### src/rtl/systolic_feed_ctrl.sv
// Preload/run sequencer for the systolic MAC array: strobes DIM rows into their
// FIFOs, then issues row-skewed shift enables, waits out the drain and pulses done.

module systolic_feed_lane #(
    parameter int LANE  = 0,
    parameter int DEPTH = 8,
    parameter int CW    = 5,
    parameter int RW    = 4
) (
    input  logic          run,
    input  logic [CW-1:0] cyc,
    input  logic          wr_ok,
    input  logic [RW-1:0] row_cnt,
    output logic          en,
    output logic          wr
);
    localparam int            SPAN_I = 2 * DEPTH;
    localparam logic [CW:0]   BASE   = LANE[CW:0];
    localparam logic [CW:0]   SPAN   = SPAN_I[CW:0];
    localparam logic [RW-1:0] ROW    = LANE[RW-1:0];

    // One extra bit so the borrow flags cyc < LANE; this avoids a constant
    // compare for lane 0.
    logic [CW:0] ofs;

    assign ofs = {1'b0, cyc} - BASE;
    assign en  = run & ~ofs[CW] & (ofs < SPAN);
    assign wr  = wr_ok & (row_cnt == ROW);
endmodule

module systolic_feed_ctrl #(
    parameter int DIM   = 8,
    parameter int DEPTH = 8,
    parameter int DRAIN = 4
) (
    input  logic           clk,
    input  logic           rst_n,
    input  logic           start,
    input  logic           abort,
    input  logic           load_valid,
    output logic           load_ready,
    output logic [DIM-1:0] fifo_wr,
    output logic [DIM-1:0] fifo_en,
    output logic           acc_clr,
    output logic           busy,
    output logic           done
);
    localparam int CW       = $clog2(2 * DEPTH + DIM);
    localparam int RW       = $clog2(DIM + 1);
    localparam int DW       = (DRAIN > 1) ? $clog2(DRAIN) : 1;
    localparam int CYC_LAST_I = 2 * DEPTH + DIM - 2;
    localparam int ROW_LAST_I = DIM - 1;
    localparam int DRN_LAST_I = DRAIN - 1;
    localparam logic [CW-1:0] CYC_LAST = CYC_LAST_I[CW-1:0];
    localparam logic [RW-1:0] ROW_LAST = ROW_LAST_I[RW-1:0];
    localparam logic [DW-1:0] DRN_LAST = DRN_LAST_I[DW-1:0];

    typedef enum logic [2:0] {
        S_IDLE,
        S_LOAD,
        S_RUN,
        S_DRAIN,
        S_DONE
    } state_t;

    state_t        state, nxt;
    logic [RW-1:0] row_cnt;
    logic [CW-1:0] cyc;
    logic [DW-1:0] drn;
    logic          accept;
    logic          run;

    assign accept = (state == S_LOAD) & load_valid & ~abort;
    assign run    = (state == S_RUN);

    always_ff @(posedge clk or negedge rst_n) begin
        if (!rst_n) state <= S_IDLE;
        else        state <= nxt;
    end

    always_comb begin
        nxt = state;
        if (abort) begin
            nxt = S_IDLE;
        end else begin
            case (state)
                S_IDLE:  if (start) nxt = S_LOAD;
                S_LOAD:  if (accept && row_cnt == ROW_LAST) nxt = S_RUN;
                S_RUN:   if (cyc == CYC_LAST) nxt = S_DRAIN;
                S_DRAIN: if (drn == DRN_LAST) nxt = S_DONE;
                S_DONE:  nxt = S_IDLE;
                default: nxt = S_IDLE;
            endcase
        end
    end

    // Counters run only in their own state and are cleared whenever we sit in
    // IDLE or abort, so every new sequence starts from zero.
    always_ff @(posedge clk or negedge rst_n) begin
        if (!rst_n) begin
            row_cnt <= '0;
            cyc     <= '0;
            drn     <= '0;
        end else if (abort || state == S_IDLE) begin
            row_cnt <= '0;
            cyc     <= '0;
            drn     <= '0;
        end else begin
            case (state)
                S_LOAD: begin
                    if (accept) row_cnt <= row_cnt + 1'b1;
                    cyc <= '0;
                end
                S_RUN: begin
                    cyc <= cyc + 1'b1;
                    drn <= '0;
                end
                S_DRAIN: drn <= drn + 1'b1;
                default: ;
            endcase
        end
    end

    genvar i;
    for (i = 0; i < DIM; i++) begin : g_lane
        systolic_feed_lane #(
            .LANE (i),
            .DEPTH(DEPTH),
            .CW   (CW),
            .RW   (RW)
        ) u_lane (
            .run    (run),
            .cyc    (cyc),
            .wr_ok  (accept),
            .row_cnt(row_cnt),
            .en     (fifo_en[i]),
            .wr     (fifo_wr[i])
        );
    end

    // acc_clr comes straight from start, so it is held off while in reset.
    assign acc_clr    = (state == S_IDLE) & start & ~abort & rst_n;
    assign load_ready = (state == S_LOAD) & ~abort;
    assign busy       = (state != S_IDLE);
    assign done       = (state == S_DONE);
endmodule

### config.mk
export PLATFORM = sky130hd
export DESIGN_NAME = systolic_feed_ctrl
export DESIGN_NICKNAME = d
export VERILOG_FILES = /design/src/rtl/systolic_feed_ctrl.sv
export SDC_FILE = /design/constraint.sdc
export NUM_CORES = 1
export LEC_CHECK = 0
export CORE_ASPECT_RATIO = 1.2
export CORE_UTILIZATION = 45
export DETAILED_ROUTE_END_ITERATION = 6
export PLACE_DENSITY = 0.83
export SYNTH_ARGS = -nofsm -noshare
export SYNTH_HDL_FRONTEND = slang
export SYNTH_HIERARCHICAL = 1
export SYNTH_SLANG_ARGS = --single-unit
### constraint.sdc
create_clock -name clk -period 1.7 [get_ports clk]
set_input_delay 0.34 -clock clk [delete_from_list [all_inputs] [get_ports clk]]
set_output_delay 0.34 -clock clk [all_outputs]
set_load 0.005 [all_outputs]
==> results of run 1 <==
final cells by class:
type,instances,area (um^2),area share
multi-input combinational,108,841,0.443
timing repair buffer,75,621,0.327
sequential,14,353,0.186
tap,31,38.8,0.0204
clock buffer,4,36.3,0.0191
inverter,2,10.0,0.00527
Yosys cell counts (3+ instances only):
master    number  area [um^2]
a31oi_1        4         25.0
and3b_1        3         26.3
ha_1           4         50.1
nor2_1         7         26.3
nand4b_1       6         52.6
nand2_1       13         48.8
o21ai_0        4         20.0
mux2i_1        7         70.1
nand2b_1      10         62.6
nand3_1        5         25.0
or3_1          6         37.5
nor3b_1        3         22.5
nand3b_1       3         22.5
dfrtp_1       14          350
clkbuf_1       3         11.3
nor3_1         3         15.0
and3_1         3         18.8
a21oi_1        3         15.0
sequential cells by signal (all words and copies together) (netlist names):
signal   cells
cyc          5
drn          2
state        3
row_cnt      4
stage by stage:
step / area, um^2 / TNS, ns
finish: 1900 / -5.96
global route: 1900 / -7.06
CTS: 1870 / -5.56
detailed placement: 1660 / -8.87
global placement: 1660 / -8.12
floorplan: 1160 / 0
per-layer routing:
layer / routed length [um] / track usage / vias to the layer above
met4: 108 / 0.127 / 0
met5: 0 / 0 / -
met1: 1580 / 0.379 / 662
met2: 2210 / 0.527 / 65
li1: - / - / 633
met3: 218 / 0.0380 / 18
critical path, cell delays in order (launching register included):
cell and delay (ns):
dfrtp_1 0.37, buf_4 0.12, buf_6 0.10, nor3b_4 0.24
buf_4 0.16, buf_6 0.12, buf_6 0.09, nand2_1 0.04
mux2i_1 0.12, buf_2 0.13
power by group through the flow:
stage	clock network, mW	logic [mW]	registers [mW]
after floorplan	0	0.0294	0.347
after global placement	0	0.0811	0.346
after detailed placement	0	0.0842	0.346
after CTS	0.246	0.106	0.339
after global routing	0.261	0.123	0.340
final	0.243	0.116	0.340
repair_timing:
action	in CTS	in global routing
pin swaps	12	6
endpoints found under the hold margin	0	0
resized for setup	105	12
buffers inserted	21	5
endpoints found under the setup margin	20	21
gates cloned	1	0
cells by family after synthesis:
family	count (synthesis)	share of synthesized area
muxes	9	0.0808
and+or+nand+nor	74	0.422
AOI/OAI and AO/OA	21	0.122
adders and majority gates	4	0.0437
DFF	14	0.306
buffers and inverters	7	0.0251
final timing paths:
path / slack (ns) / endpoint / start
worst min register to register: 0.59 / drn[0] / drn[0]
worst min-delay path: 0.41 / drn[1] / rst_n
max in group asynchronous: 1.10 / cyc[2] / rst_n
worst max register to register: -0.15 / row_cnt[1] / state[1]
min in group clk: 0.59 / drn[0] / drn[0]
worst max-delay path: -0.41 / fifo_en[1] / state[1]
==> flow_metrics.py, run 1 <==
metrics = {
    "timing": {
        "slew_headroom": 0.761,
        "fin_worst_skew_ns": 0.00680,
        "worst_slack_ns": -0.414,
        "timing.final.crit_share": 1.24,
        "fmax_mhz": 473,
        "tightest_slew_ns": 0.358,
        "setup_violations": 21,
        "final_max_slew_viol_count": 0,
        "hold_viol_final": 0,
        "whs_ns": 0.409,
        "rsz0062_at_grt": "true",
        "min_period_ns": 2.11,
    },
    "clock_tree": {
        "clockBufferDepth": 2,
        "hold_buffers": 0,
        "htree_levels": 1,
        "cts_tree": "done",
        "clock_latency_ns": 0.28,
        "cts_num_sinks": 14,
        "ctsRootBufferMaster": "clkbuf_4",
        "numCtsBuffers": 3,
        "clk_pin_slew_ns": 0.09,
    },
    "grt": {
        "antenna_found_initial": 0,
        "overflow": 0,
        "grt_max_degree": 17,
        "grt_usage": 0.310,
        "grt_pass1_vias": 1340,
        "grt_first_pass_wirelength_mm": 6.17,
    },
    "synthesis": {
        "syn_nets": 138,
        "syn_area_um2": 1150,
        "ys_ff_latch": 14,
        "async_flop_share": 1.00,
        "yosysWarnings": 6,
        "synth-main-ff-cell": "dfrtp_1",
        "synth_area_per_cell_um2": 8.88,
        "synth_cell_types": 39,
        "synth_seq_area_share": 0.306,
        "synth-edff-count": 0,
        "synth_cells": 129,
    },
    "pwr": {
        "seq_power_share": 0.486,
        "power.total_uw": 699,
        "switchingPower_uw": 170,
        "p_clk_frac": 0.347,
        "sw_frac_of_total": 0.243,
        "p_per_area_nw_per_um2": 368,
        "ir_drop_mv": 0.519,
        "internal_power_uw": 529,
        "combPwrFrac": 0.166,
        "power_leakage_nw": 0.959,
    },
    "die": {
        "start_util": 0.487,
        "die_w_um": 48.1,
        "dieArea_um2": 2750,
        "die_h_um": 57.3,
        "coreArea_um2": 2350,
        "pin_count": 25,
        "placementRows": 19,
    },
    "setup_path": {
        "required_ns": 1.36,
        "crit_arrival_ns": 1.77,
        "cp_max_fo": 6,
        "cp-end-kind": "output pin",
        "crit_type": "flip-flop to output pin",
        "reg2reg_depth": 7,
        "critPathLaunchType": "flip-flop",
    },
    "final_layout": {
        "n_antenna_cell": 0,
        "fillCellCount": 127,
        "final_common_cell": "buf_4",
        "drive_above_1_share": 0.478,
        "stdcell_count": 234,
        "finish.utilization": 0.807,
        "area_growth_pct": 65.7,
        "nets": 213,
        "mostFrequentLayoutCells": "32 x buf_4, 21 x buf_6, 17 x buf_2",
    },
    "routing": {
        "drt_iter0_markers": 53,
        "drcViolationCount": 0,
        "avgViaCountPerCell": 5.89,
        "wl_per_cell_um": 17.6,
        "antenna_left": 0,
        "wirelength_mm": 4.12,
        "num_vias": 1378,
        "firstDrtPassIters": 5,
    },
    "job": {
        "maxCapViolations": 0,
    },
    "place": {
        "gp_congestion": 0.821,
        "dp_hpwl_mm": 2.25,
        "numPortBuffers": 24,
        "place_inst": 208,
        "pre_cts_ws_ns": -0.788,
    },
    "status": {
        "status": "complete, but fails checks",
        "violations": "negative setup slack",
    },
    "min_path": {
        "hold_class": "input port to async pin",
    },
}
Power figures use the tool's default switching activity.
==> run 2: changes to the inputs <==
--- a/config.mk
+++ b/config.mk
@@ -6,10 +6,10 @@
 export NUM_CORES = 1
 export LEC_CHECK = 0
 export CORE_ASPECT_RATIO = 1.2
-export CORE_UTILIZATION = 45
+export CORE_UTILIZATION = 46
 export DETAILED_ROUTE_END_ITERATION = 6
 export PLACE_DENSITY = 0.83
+export SLEW_MARGIN = 20
 export SYNTH_ARGS = -nofsm -noshare
 export SYNTH_HDL_FRONTEND = slang
-export SYNTH_HIERARCHICAL = 1
 export SYNTH_SLANG_ARGS = --single-unit
==> constraint.sdc (replaced) <==
create_clock -name clk -period 1.7 [get_ports clk]
set_input_delay 0.425 -clock clk [delete_from_list [all_inputs] [get_ports clk]]
set_output_delay 0.425 -clock clk [all_outputs]
set_load 0.005 [all_outputs]
==> run 2 against run 1 <==
Compared with the run above:
- largest power group is now combinational cells
- sequential cell count is the same
- the flow still finishes with violations (negative setup slack)
- largest cell class unchanged
- final cell count grew 7.3%
- critical endpoint is now fifo_wr[3]
- synthesized cell count grew 22%
- worst setup slack gained 0.027 ns
- first-iteration DRC count shrank 64%
==> flow_metrics.py, run 2 <==
metrics = {
    "job": {
        "maxCapViolations": 0,
    },
    "setup_path": {
        "crit_slowest_cell": "dfrtp_2",
        "path_buf_inv": 2,
        "crit_type": "flip-flop to output pin",
        "cpLargestDelayFamily": "simple AND/OR/NAND/NOR gates",
        "rrSetupSlack_ns": 0.04,
        "slowest_delay_ns": 0.46,
        "cp-end-kind": "output pin",
        "r2r_end": "cyc[2]",
        "crit_arrival_ns": 1.66,
        "required_ns": 1.27,
        "critPathLaunchType": "flip-flop",
        "cp_cell_sequence": "nor4b_4, and4bb_1, buf_6, and2_4, buf_6",
        "cp_max_fo": 3,
        "reg2reg_from": "cyc[0]",
        "cp_common_cell": "buf_6",
        "reg2reg_depth": 6,
    },
    "clock_tree": {
        "cts_tree": "done",
        "hold_buffers": 0,
        "numCtsBuffers": 3,
        "clockBufferDepth": 2,
        "htree_levels": 1,
        "ctsRootBufferMaster": "clkbuf_4",
        "clock_latency_ns": 0.28,
        "clk_pin_slew_ns": 0.10,
        "cts_num_sinks": 14,
    },
    "place": {
        "dp_hpwl_mm": 2.26,
        "numPortBuffers": 24,
        "gp_congestion": 0.810,
        "pre_cts_ws_ns": -0.842,
    },
    "final_layout": {
        "nets": 232,
        "regMostFlops": "cyc",
        "final_common_cell": "buf_4",
        "n_antenna_cell": 0,
        "top_regs": "cyc (5), row_cnt (4), state (3)",
        "mostFrequentLayoutCells": "43 x buf_4, 20 x buf_6, 16 x nor2_1",
        "largest_reg_flops": 5,
        "area_growth_pct": 58.1,
        "drive_above_1_share": 0.555,
    },
    "synthesis": {
        "synth_top_area_share": 0.273,
        "syn_area_um2": 1280,
        "synth_cells": 157,
        "async_flop_share": 1.00,
        "synth-main-ff-cell": "dfrtp_1",
        "synth_cell_types": 37,
        "yosysTopAreaCell": "dfrtp_1",
        "synth-edff-count": 0,
        "yosys-top-cells-count": "22 x nor2_1, 17 x buf_4, 14 x dfrtp_1",
        "ys_top_cells_by_area": "dfrtp_1 27%, buf_4 9.9%, ha_1 7.8%, nor2_1 6.4%, and2_1 3.9%",
        "synth_area_per_cell_um2": 8.18,
        "ys_ff_latch": 14,
        "synth_seq_area_share": 0.273,
        "synthMostInstantiatedCell": "nor2_1",
        "yosysWarnings": 0,
        "syn_nets": 170,
    },
    "status": {
        "status": "complete, but fails checks",
        "violations": "negative setup slack",
    },
    "routing": {
        "antenna_left": 0,
        "drcViolationCount": 0,
        "drt_iter0_markers": 19,
        "firstDrtPassIters": 4,
        "wirelength_mm": 4.00,
        "dr_wl_met3_um": 119,
        "avgViaCountPerCell": 5.43,
        "wl_met1_mm": 1.44,
        "num_vias": 1362,
        "dr_wl_met2_mm": 2.33,
        "highest_layer": "met4",
        "wl_per_cell_um": 15.9,
    },
    "timing": {
        "min_period_ns": 2.09,
        "final_max_slew_viol_count": 0,
        "fin_worst_skew_ns": 0.00114,
        "setup_violations": 20,
        "slew_headroom": 0.804,
        "rsz0062_at_grt": "true",
        "timing.final.crit_share": 1.23,
        "tightest_slew_ns": 0.291,
        "fmax_mhz": 479,
        "hold_viol_final": 0,
        "whs_ns": 0.509,
        "worst_slack_ns": -0.388,
    },
    "grt": {
        "grt_usage": 0.254,
        "overflow": 0,
        "grt_first_pass_wirelength_mm": 5.78,
        "grt_max_degree": 15,
        "grt_pass1_vias": 1301,
        "antenna_found_initial": 0,
    },
    "die": {
        "die_h_um": 59.9,
        "dieArea_um2": 3010,
        "placementRows": 20,
        "die_w_um": 50.2,
        "pin_count": 25,
        "start_util": 0.493,
        "coreArea_um2": 2600,
    },
    "min_path": {
        "hold_class": "input port to async pin",
    },
    "pwr": {
        "p_per_area_nw_per_um2": 710,
        "power_leakage_nw": 0.968,
        "ir_drop_mv": 0.797,
    },
}
[run 2: cell type report]
type / instances / area, um^2
timing repair buffer: 83 / 682
sequential: 14 / 357
inverter: 5 / 21.3
tap: 33 / 41.3
fill: 160 / 573
clock buffer: 4 / 36.3
multi-input combinational: 112 / 892
[run 2: worst max path at each step]
| stage | start | endpoint | slack (ns) | cells past startpoint |
|---|---|---|---|---|
| detailed placement | abort | fifo_wr[1] | -0.84 | 5 |
| CTS | state[1] | fifo_wr[1] | -0.35 | 5 |
| global placement | abort | fifo_wr[2] | -0.80 | 5 |
| global route | state[2] | fifo_wr[3] | -0.43 | 5 |
| floorplan | state[2] | fifo_wr[4] | -0.01 | 5 |
| finish | state[2] | fifo_wr[3] | -0.39 | 5 |
[run 2: timing repair]
| item | CTS | global route |
|---|---|---|
| setup buffers | 19 | 10 |
| pin swaps | 24 | 11 |
| hold endpoints to repair | 0 | 0 |
| setup endpoints to repair | 20 | 22 |
| resized for setup | 123 | 18 |
[run 2: stage by stage]
step,instance area (um^2),power [mW],setup TNS [ns],utilization,instances
2_1_floorplan,1310,0.678,-0.123,-,157
3_3_place_gp,1670,0.873,-9.70,0.642,222
3_5_place_dp,1670,0.891,-10.53,0.642,222
4_1_cts,1910,1.30,-4.54,0.733,243
5_1_grt,2030,1.51,-6.53,0.780,251
6_report,2030,1.44,-5.33,0.780,251
[run 2: kinds of logic (layout without fill, tap and decap cells)]
kind of cell,Yosys count,after routing,synth area share
and+or+nand+nor,66,66,0.280
AOI/OAI and AO/OA,31,31,0.163
buffers and inverters,31,92,0.151
DFF,14,14,0.273
adders and majority gates,8,8,0.0780
muxes,4,4,0.0351
xor gates and xnor gates,3,3,0.0205
[run 2: per-layer routing]
layer | vias to the layer above | track usage
li1 | 653 | -
met1 | 658 | 0.267
met2 | 40 | 0.509
met3 | 11 | 0.0280
met4 | 0 | 0.0939
met5 | - | 0
[run 2: power by group]
group	switching (mW)	internal (mW)
Sequential	0.0445	0.361
Clock	0.119	0.130
Combinational	0.355	0.431
Total	0.519	0.921
